<file path="src/rtl/vram_arbiter_if.sv">
// CPU-side request/acknowledge bus into the framebuffer arbiter.
// The CPU holds a request stable until it sees a single-clock acknowledge.
interface vram_arbiter_if #(
    parameter int ADDR_W = 15
) ();
    logic              cpu_req;
    logic              cpu_we;
    logic [ADDR_W-1:0] cpu_addr;
    logic [7:0]        cpu_wdata;
    logic              cpu_ack;
    logic [7:0]        cpu_rdata;

    modport master (
        output cpu_req,
        output cpu_we,
        output cpu_addr,
        output cpu_wdata,
        input  cpu_ack,
        input  cpu_rdata
    );

    modport slave (
        input  cpu_req,
        input  cpu_we,
        input  cpu_addr,
        input  cpu_wdata,
        output cpu_ack,
        output cpu_rdata
    );
endinterface

</file>
<file path="src/rtl/vram_arbiter.sv">
// Shares the single-port RGB332 framebuffer RAM between VGA scan-out (absolute
// priority) and the CPU bus, and drives the registered pixel colour.
module vram_arbiter #(
    parameter int FB_W   = 160,
    parameter int FB_H   = 120,
    parameter int ADDR_W = 15
) (
    input  logic              clk,
    input  logic              rst_n,

    input  logic              pix_ce,
    input  logic              vis_en,
    input  logic [9:0]        vis_x,
    input  logic [9:0]        vis_y,

    vram_arbiter_if.slave     cpu,

    output logic              ram_en,
    output logic              ram_we,
    output logic [ADDR_W-1:0] ram_addr,
    output logic [7:0]        ram_wdata,
    input  logic [7:0]        ram_rdata,

    output logic [7:0]        pix_rgb,
    output logic              scan_overrun
);

    localparam logic [ADDR_W:0] FB_SIZE = (ADDR_W+1)'(FB_W * FB_H);

    typedef enum logic {
        C_IDLE,
        C_ACK
    } cpu_state_t;

    cpu_state_t        cpu_state;
    logic              cpu_ack_q;
    logic              cpu_rd_live;

    logic              scan_pend;
    logic [ADDR_W-1:0] scan_addr;
    logic              rd_is_scan;

    logic              scan_req;
    logic [9:0]        xq;
    logic [9:0]        yq;
    logic [ADDR_W-1:0] scan_addr_next;
    logic              cpu_in_range;
    logic              cpu_take;
    logic              cpu_ram;

    // Only the first screen pixel of each 4-wide fb pixel fetches; y*160 as shifts.
    assign scan_req       = pix_ce && vis_en && (vis_x[1:0] == 2'b00);
    assign xq             = vis_x >> 2;
    assign yq             = vis_y >> 2;
    assign scan_addr_next = (ADDR_W'(yq) << 7) + (ADDR_W'(yq) << 5) + ADDR_W'(xq);

    assign cpu_in_range = ({1'b0, cpu.cpu_addr} < FB_SIZE);

    // CPU is accepted only in a free slot; out-of-range accesses still take the
    // ack path but never touch the RAM. rst_n gating keeps the RAM quiet in reset.
    assign cpu_take = rst_n && cpu.cpu_req && (cpu_state == C_IDLE)
                      && !cpu_ack_q && !scan_pend;
    assign cpu_ram  = cpu_take && cpu_in_range;

    always_comb begin
        ram_en    = 1'b0;
        ram_we    = 1'b0;
        ram_addr  = '0;
        ram_wdata = 8'h00;
        if (scan_pend) begin
            ram_en   = 1'b1;
            ram_addr = scan_addr;
        end else if (cpu_ram) begin
            ram_en    = 1'b1;
            ram_we    = cpu.cpu_we;
            ram_addr  = cpu.cpu_addr;
            ram_wdata = cpu.cpu_we ? cpu.cpu_wdata : 8'h00;
        end
    end

    // A scan request is always issued the clock after it is registered, so a
    // request landing while one is still pending means pix_ce misbehaved.
    always_ff @(posedge clk or negedge rst_n) begin
        if (!rst_n) begin
            scan_pend    <= 1'b0;
            scan_addr    <= '0;
            scan_overrun <= 1'b0;
        end else if (scan_req) begin
            scan_pend <= 1'b1;
            scan_addr <= scan_addr_next;
            if (scan_pend) begin
                scan_overrun <= 1'b1;
            end
        end else begin
            scan_pend <= 1'b0;
        end
    end

    // Return tag: the RAM answers one clock after issue, so remember who asked.
    always_ff @(posedge clk or negedge rst_n) begin
        if (!rst_n) begin
            rd_is_scan <= 1'b0;
            pix_rgb    <= 8'h00;
        end else begin
            rd_is_scan <= scan_pend;
            if (pix_ce && !vis_en) begin
                pix_rgb <= 8'h00;
            end else if (rd_is_scan) begin
                pix_rgb <= ram_rdata;
            end
        end
    end

    always_ff @(posedge clk or negedge rst_n) begin
        if (!rst_n) begin
            cpu_state   <= C_IDLE;
            cpu_ack_q   <= 1'b0;
            cpu_rd_live <= 1'b0;
        end else begin
            case (cpu_state)
                C_IDLE: begin
                    cpu_ack_q   <= 1'b0;
                    cpu_rd_live <= 1'b0;
                    if (cpu_take) begin
                        cpu_state   <= C_ACK;
                        cpu_ack_q   <= 1'b1;
                        cpu_rd_live <= !cpu.cpu_we && cpu_in_range;
                    end
                end
                C_ACK: begin
                    cpu_state   <= C_IDLE;
                    cpu_ack_q   <= 1'b0;
                    cpu_rd_live <= 1'b0;
                end
                default: begin
                    cpu_state   <= C_IDLE;
                    cpu_ack_q   <= 1'b0;
                    cpu_rd_live <= 1'b0;
                end
            endcase
        end
    end

    // Read data lands in the ack cycle, so it is steered straight from the RAM.
    assign cpu.cpu_ack   = cpu_ack_q;
    assign cpu.cpu_rdata = cpu_rd_live ? ram_rdata : 8'h00;

endmodule

</file>
<file path="src/flat_wrapper.sv">
// flat-port wrapper written by rule: the top's interface ports become plain ports
module vram_arbiter_flat 
#(
    parameter int FB_W   = 160,
    parameter int FB_H   = 120,
    parameter int ADDR_W = 15
)
  (clk, rst_n, pix_ce, vis_en, vis_x, vis_y, ram_en, ram_we, ram_addr, ram_wdata, ram_rdata, pix_rgb, scan_overrun, cpu_cpu_req, cpu_cpu_we, cpu_cpu_addr, cpu_cpu_wdata, cpu_cpu_ack, cpu_cpu_rdata);
  vram_arbiter_if #(.ADDR_W(ADDR_W)) cpu_i ();
  input  logic clk;
  input  logic rst_n;
  input  logic pix_ce;
  input  logic vis_en;
  input  logic [9:0] vis_x;
  input  logic [9:0] vis_y;
  output logic ram_en;
  output logic ram_we;
  output logic [ADDR_W-1:0] ram_addr;
  output logic [7:0] ram_wdata;
  input  logic [7:0] ram_rdata;
  output logic [7:0] pix_rgb;
  output logic scan_overrun;
  input wire logic [$bits(cpu_i.cpu_req)-1:0] cpu_cpu_req;
  input wire logic [$bits(cpu_i.cpu_we)-1:0] cpu_cpu_we;
  input wire logic [$bits(cpu_i.cpu_addr)-1:0] cpu_cpu_addr;
  input wire logic [$bits(cpu_i.cpu_wdata)-1:0] cpu_cpu_wdata;
  output wire logic [$bits(cpu_i.cpu_ack)-1:0] cpu_cpu_ack;
  output wire logic [$bits(cpu_i.cpu_rdata)-1:0] cpu_cpu_rdata;
  assign cpu_i.cpu_req = cpu_cpu_req;
  assign cpu_i.cpu_we = cpu_cpu_we;
  assign cpu_i.cpu_addr = cpu_cpu_addr;
  assign cpu_i.cpu_wdata = cpu_cpu_wdata;
  assign cpu_cpu_ack = cpu_i.cpu_ack;
  assign cpu_cpu_rdata = cpu_i.cpu_rdata;
  vram_arbiter #(.FB_W(FB_W), .FB_H(FB_H), .ADDR_W(ADDR_W)) u_core (.clk(clk), .rst_n(rst_n), .pix_ce(pix_ce), .vis_en(vis_en), .vis_x(vis_x), .vis_y(vis_y), .cpu(cpu_i), .ram_en(ram_en), .ram_we(ram_we), .ram_addr(ram_addr), .ram_wdata(ram_wdata), .ram_rdata(ram_rdata), .pix_rgb(pix_rgb), .scan_overrun(scan_overrun));
endmodule
</file>
<file path="config.mk">
export PLATFORM = sky130hd
export DESIGN_NAME = vram_arbiter_flat
export DESIGN_NICKNAME = d
export VERILOG_FILES = /design/src/rtl/vram_arbiter_if.sv /design/src/rtl/vram_arbiter.sv /design/src/flat_wrapper.sv
export SDC_FILE = /design/constraint.sdc
export NUM_CORES = 1
export LEC_CHECK = 0
export CAP_MARGIN = 20
export CORE_MARGIN = 2
export CORE_UTILIZATION = 42
export DETAILED_ROUTE_END_ITERATION = 12
export GPL_ROUTABILITY_DRIVEN = 0
export PLACE_DENSITY = 0.95
export SETUP_SLACK_MARGIN = 0.1
export SLEW_MARGIN = 20
export SYNTH_ARGS = -nofsm -noshare
export SYNTH_HDL_FRONTEND = slang
export SYNTH_SLANG_ARGS = --single-unit
export TNS_END_PERCENT = 5
</file>
<file path="constraint.sdc">
create_clock -name clk -period 2.2 [get_ports clk]
set_input_delay 0.22 -clock clk [delete_from_list [all_inputs] [get_ports clk]]
set_output_delay 0.22 -clock clk [all_outputs]
set_load 0.02 [all_outputs]
</file>
==> flow_summary.toml, run 1 <==
[clock_tree]
numCtsBuffers = 3
cts_tree = "built"
clk_pin_slew_ns = 0.10
clock_latency_ns = 0.27
clock-sinks = 28
htreeDepth = 1
cts-root-buf = "clkbuf_8"
cts_max_path_buffers = 2

[floorplanning]
io_pins = 100
coreArea_sq_um = 4090
start_util_pct = 44.5
die_h_um = 69.8
die_x_um = 69.8
die_area_sq_um = 4870
fp-row-count = 23

[sta]
setup_viol = 0
hold_violations = 0
drv_slew = 0
max_freq_mhz = 493
min_period_ns = 2.03
rsz0062_at_grt = "yes"
worst_pin_slew_ns = 0.543
relSlewSlack_pct = 63.7
fin_worst_skew_ns = 0.00479
fin_crit_sh_pct = 92.2
fin_tns_setup_ns = 0

[layout]
nNetsFinal = 370
finish.utilization_pct = 72.8
nFillCells = 315
multi_input_comb_area_sq_um = 1090
diodes = 0
area_growth_pct = 63.7
drive_above_1_share_pct = 23.4
regArea_sq_um = 701
most-common-layout-cells = "clkdlybuf4s50_1 (64), nand2_1 (30), dfrtp_1 (28), buf_2 (21), buf_4 (15)"
final_cells = 345
final_common_cell = "clkdlybuf4s50_1"

[worst_setup_path]
criticalPathCategory = "in -> out"
path_max_fanout = 4
crit_chain = "clkdlybuf4s50_1 > a211o_1 > a21boi_4 > clkbuf_16 > and3_2 > buf_4"
worstSetupEndpointType = "output port"
start_kind = "input port"
crit_arrival_ns = 1.81
cp_data_required_time_ns = 1.98
critPathMaxStageDelay_ns = 0.43
cp_slowest_cell = "clkdlybuf4s50_1"

[grt]
grt_pass1_vias = 1876
antenna_found_initial = 0
overflow = 0
grt_pass1_wl_mm = 8.78
track_usage_pct = 22.0
grt_max_degree = 29

[placement]
dp.cells = 338
io_buffer_count = 97
dp_hpwl_mm = 4.21

[run]
cap_violations = 0

[detailed_routing]
routed-via-count = 1862
wl_per_cell_um = 15.6
drc = 0
drt_iter0_drc = 92
wl_mm = 5.38
via_per_inst = 5.40
antenna_left = 0
drtPass1Iterations = 4

[synthesis]
seq_area_frac_synth_pct = 38.5
synth_cells = 186
synth.avg_cell_area_sq_um = 9.77
syn_area_sq_um = 1820
yosys.cell_types.count = 41
synth-seq-cells = 28
synthesis.nets = 260
ys.warnings.count = 0

[pwr]
ir_drop_mv = 0.311
power_density_nw_per_um2 = 529
p_leak_nw = 1.50

[min_path]
min_path_type = "in -> reg"

[outcome]
status = "complete, no violations"
==> critical path: cells and delay by family <==
| kind | cells | cell delay, ns |
|---|---|---|
| buffers and inverters | 3 | 0.77 |
| AO/OA/AOI/OAI | 2 | 0.64 |
| AND/OR/NAND/NOR | 1 | 0.17 |
==> repair_timing <==
action	CTS	global route
gates resized for setup	104	21
pin swaps	9	9
hold buffers	0	0
buffers inserted	1	0
cloned	0	2
endpoints found under the setup margin	31	28
endpoints found under the hold margin	0	0
==> power by group <==
group	switching, mW	internal [mW]
combinational	0.246	0.285
sequential	0.0505	0.596
clock	0.155	0.243
==> routing by layer <==
metal  wire (um)  track usage, %  vias up
met5           0               0        -
met4          53            4.49        0
met3         376            3.92        8
met2        2740            40.0       83
met1        2210            27.1      887
li1            -               -      884
==> Yosys cell counts (all sizes together) <==
master	number	area share, %
and2	9	3.1
o2111ai	1	0.48
a22o	15	7.3
a211oi	2	0.83
a21o	4	1.7
buf	4	1.7
a21boi	1	1.0
o31a	1	0.48
ha	15	10
or2	1	0.34
o211ai	3	1.2
dfrtp	28	39
nor4	1	0.34
and3	9	3.5
o21ai	5	1.4
fa	2	2.2
o2bb2ai	1	0.48
nor2b	1	0.34
o21a	1	0.41
a2111o	1	0.62
nand2	30	6.2
nor2	9	1.9
and4bb	1	0.69
inv	8	1.7
mux2	1	0.62
nand3	1	0.28
nand2b	1	0.34
mux2i	8	4.4
xnor2	3	1.4
or4	1	0.41
and2b	1	0.41
nand3b	1	0.41
o31ai	1	0.41
clkbuf	5	1.0
a211o	2	0.96
a21oi	7	1.9
nand4bb	1	0.62
==> cell type report <==
cell class                 instances  share of cell area [%]
multi-input combinational        141                    36.5
timing repair buffer             114                    34.5
tap                               50                    2.10
clock inverter                     1                    1.01
sequential                        28                    23.5
inverter                           8                    1.01
clock buffer                       3                    1.39
==> state kept, by name, indices dropped and copies added (netlist names) <==
register and count:
u_core.cpu_rd_live 1, u_core.cpu_state 1, u_core.pix_rgb 8, u_core.rd_is_scan 1
u_core.scan_addr 15, u_core.scan_overrun 1, u_core.scan_pend 1
==> logic make-up after synthesis <==
logic type	count (synthesis)	share of synthesized area, %
and+or+nand+nor	67	18.9
AOI/OAI and AO/OA	45	19.2
DFF	28	38.5
buffers and inverters	17	4.40
adders and majority gates	17	12.5
muxes	9	5.02
xor gates and xnor gates	3	1.45
==> per-stage QoR <==
| stage | instance area [sq um] | hold slack, ns | total power, mW | setup slack, ns |
|---|---|---|---|---|
| 6_report | 2980 | 0.304 | 1.58 | 0.172 |
| 3_5_place_dp | 2930 | 0.459 | 1.18 | -0.504 |
| 2_1_floorplan | 1830 | -0.0756 | 0.912 | 0.116 |
| 5_1_grt | 2980 | 0.342 | 1.67 | 0.0998 |
| 4_1_cts | 2970 | 0.359 | 1.58 | 0.0239 |
| 3_3_place_gp | 2930 | 0.442 | 1.16 | -0.416 |
==> path summary, 6_finish.rpt <==
| path | start | to | slack [ns] | depth (start not counted) |
|---|---|---|---|---|
| worst min register to register | u_core.scan_overrun | u_core.scan_overrun | 0.48 | 1 |
| worst max-delay path | cpu_cpu_addr[11] | ram_wdata[7] | 0.17 | 6 |
| worst max register to register | u_core.cpu_state | u_core.cpu_rd_live | 0.83 | 4 |
| max in group asynchronous | rst_n | u_core.scan_addr[13] | 1.60 | 2 |
| min in group asynchronous | rst_n | u_core.cpu_state | 0.35 | 2 |
| worst min-delay path | vis_y[2] | u_core.scan_addr[5] | 0.30 | 4 |
Note: power is estimated with default switching activity, not from simulation.
==> run 2, diff against run 1 <==
--- a/config.mk
+++ b/config.mk
@@ -10,6 +10,7 @@
 export CORE_UTILIZATION = 42
 export DETAILED_ROUTE_END_ITERATION = 12
 export GPL_ROUTABILITY_DRIVEN = 0
+export MAX_ROUTING_LAYER = met4
 export PLACE_DENSITY = 0.95
 export SETUP_SLACK_MARGIN = 0.1
 export SLEW_MARGIN = 20
==> run 2 against run 1 <==
Effect of this change: critical path type unchanged; die area unchanged; worst hold slack lost 0.00085 ns; sequential power is essentially flat.
==> flow_summary.toml, run 2 (synthesis results as in run 1) <==
[clock_tree]
numCtsBuffers = 3
cts-root-buf = "clkbuf_8"
cts_tree = "built"
cts_max_path_buffers = 2
hold_buffers = 0
clock-sinks = 28
clock_latency_ns = 0.27
clk_pin_slew_ns = 0.10
htreeDepth = 1

[worst_setup_path]
criticalPathCategory = "in -> out"
crit_chain = "clkdlybuf4s50_1 > a211o_1 > a21boi_4 > clkbuf_16 > and3_2 > buf_4"
reg2reg_slack_ns = 0.83
crit_arrival_ns = 1.81
cp_data_required_time_ns = 1.98
path_max_fanout = 4
cp_slowest_cell = "clkdlybuf4s50_1"
start_kind = "input port"
critPathMaxStageDelay_ns = 0.43
worstSetupEndpointType = "output port"

[floorplanning]
die_h_um = 69.8
fp-row-count = 23
start_util_pct = 44.5
coreArea_sq_um = 4090
die_area_sq_um = 4870
die_x_um = 69.8
io_pins = 100

[sta]
fin_worst_skew_ns = 0.00599
drv_slew = 0
setup_viol = 0
fin_tns_setup_ns = 0
rsz0062_at_grt = "yes"
fin_crit_sh_pct = 92.3
fin_ws_ns = 0.170
min_period_ns = 2.03
max_freq_mhz = 493
hold_violations = 0
worst_pin_slew_ns = 0.544
relSlewSlack_pct = 63.6

[layout]
regMostFlops = "u_core.scan_addr"
largestRegisters = "u_core.scan_addr (15), u_core.pix_rgb (8)"
nFillCells = 315
area_growth_pct = 63.7
nNetsFinal = 370
largest_reg_flops = 15
finalInstanceArea_sq_um = 2980
drive_above_1_share_pct = 23.4
most-common-layout-cells = "clkdlybuf4s50_1 (64), nand2_1 (30), dfrtp_1 (28), buf_2 (21), buf_4 (15)"
final_common_cell = "clkdlybuf4s50_1"
diodes = 0

[detailed_routing]
routed-via-count = 1869
drt_iter0_drc = 93
antenna_left = 0
wl_mm = 5.43
drc = 0
via_per_inst = 5.42
wl_per_cell_um = 15.8
drtPass1Iterations = 4

[min_path]
min_path_type = "in -> reg"

[grt]
track_usage_pct = 22.6
grt_max_degree = 29
overflow = 0
grt_pass1_wl_mm = 8.78
grt_pass1_vias = 1871
antenna_found_initial = 0

[pwr]
pwr-share-clk_pct = 25.3
p_leak_nw = 1.50
switching_share_pct = 28.8
ir_drop_mv = 0.311
p_total_mw = 1.58
combPwrFrac_pct = 33.7
p_switching_uw = 454
p_int_mw = 1.12
seq_power_share_pct = 41.0
power_density_nw_per_um2 = 530

[placement]
placedInstanceArea_sq_um = 2930
post-place-ws_ns = -0.504
dp_hpwl_mm = 4.21
io_buffer_count = 97

[outcome]
status = "complete, no violations"

[run]
cap_violations = 0
[run 2: layer usage]
layer	GRT usage [%]	share of wire, %
met1	27.1	41
met2	40.0	51
met3	3.92	7.2
met4	4.49	0.98
met5	-	0
[run 2: repair_timing]
action	4_1_cts	5_1_grt
pin swaps	9	9
setup endpoints to repair	31	28
resized for setup	104	21
setup buffers	1	0
gates cloned	0	2
[run 2: critical path: cells and delay by family]
| kind | cells | cell delay [ns] |
|---|---|---|
| buffers and inverters | 3 | 0.77 |
| AND/OR/NAND/NOR | 1 | 0.18 |
| AO/OA/AOI/OAI | 2 | 0.64 |
[run 2: power groups by stage]
stage / Sequential (mW) / Clock, mW / Combinational [mW]
3_3_place_gp: 0.653 / 0 / 0.505
6_report: 0.647 / 0.400 / 0.532
4_1_cts: 0.645 / 0.406 / 0.529
5_1_grt: 0.654 / 0.432 / 0.588
2_1_floorplan: 0.654 / 0 / 0.259
3_5_place_dp: 0.656 / 0 / 0.523
[run 2: final timing paths]
check                                    start                   end  cells after the start
min                                   vis_y[2]   u_core.scan_addr[5]                      4
min in group asynchronous                rst_n    u_core.cpu_rd_live                      2
min reg2reg                u_core.scan_overrun   u_core.scan_overrun                      1
max reg2reg                   u_core.cpu_state    u_core.cpu_rd_live                      4
max                           cpu_cpu_addr[11]          ram_wdata[3]                      6
max in group asynchronous                rst_n  u_core.scan_addr[13]                      2
[run 2: stage by stage]
| step | hold slack (ns) | util, % | cells |
|---|---|---|---|
| 3_5_place_dp | 0.459 | 71.6 | 338 |
| 3_3_place_gp | 0.442 | 71.6 | 338 |
| 4_1_cts | 0.359 | 72.7 | 343 |
| 6_report | 0.303 | 72.8 | 345 |
| 2_1_floorplan | -0.0756 | - | 186 |
| 5_1_grt | 0.342 | 72.8 | 345 |
[run 2: final cells by class]
| class | count | area, sq um | share of cell area, % |
|---|---|---|---|
| tap | 50 | 62.6 | 2.10 |
| multi-input combinational | 141 | 1090 | 36.5 |
| timing repair buffer | 114 | 1030 | 34.5 |
| clock buffer | 3 | 41.3 | 1.39 |
| sequential | 28 | 701 | 23.5 |
| inverter | 8 | 30.0 | 1.01 |
| clock inverter | 1 | 30.0 | 1.01 |
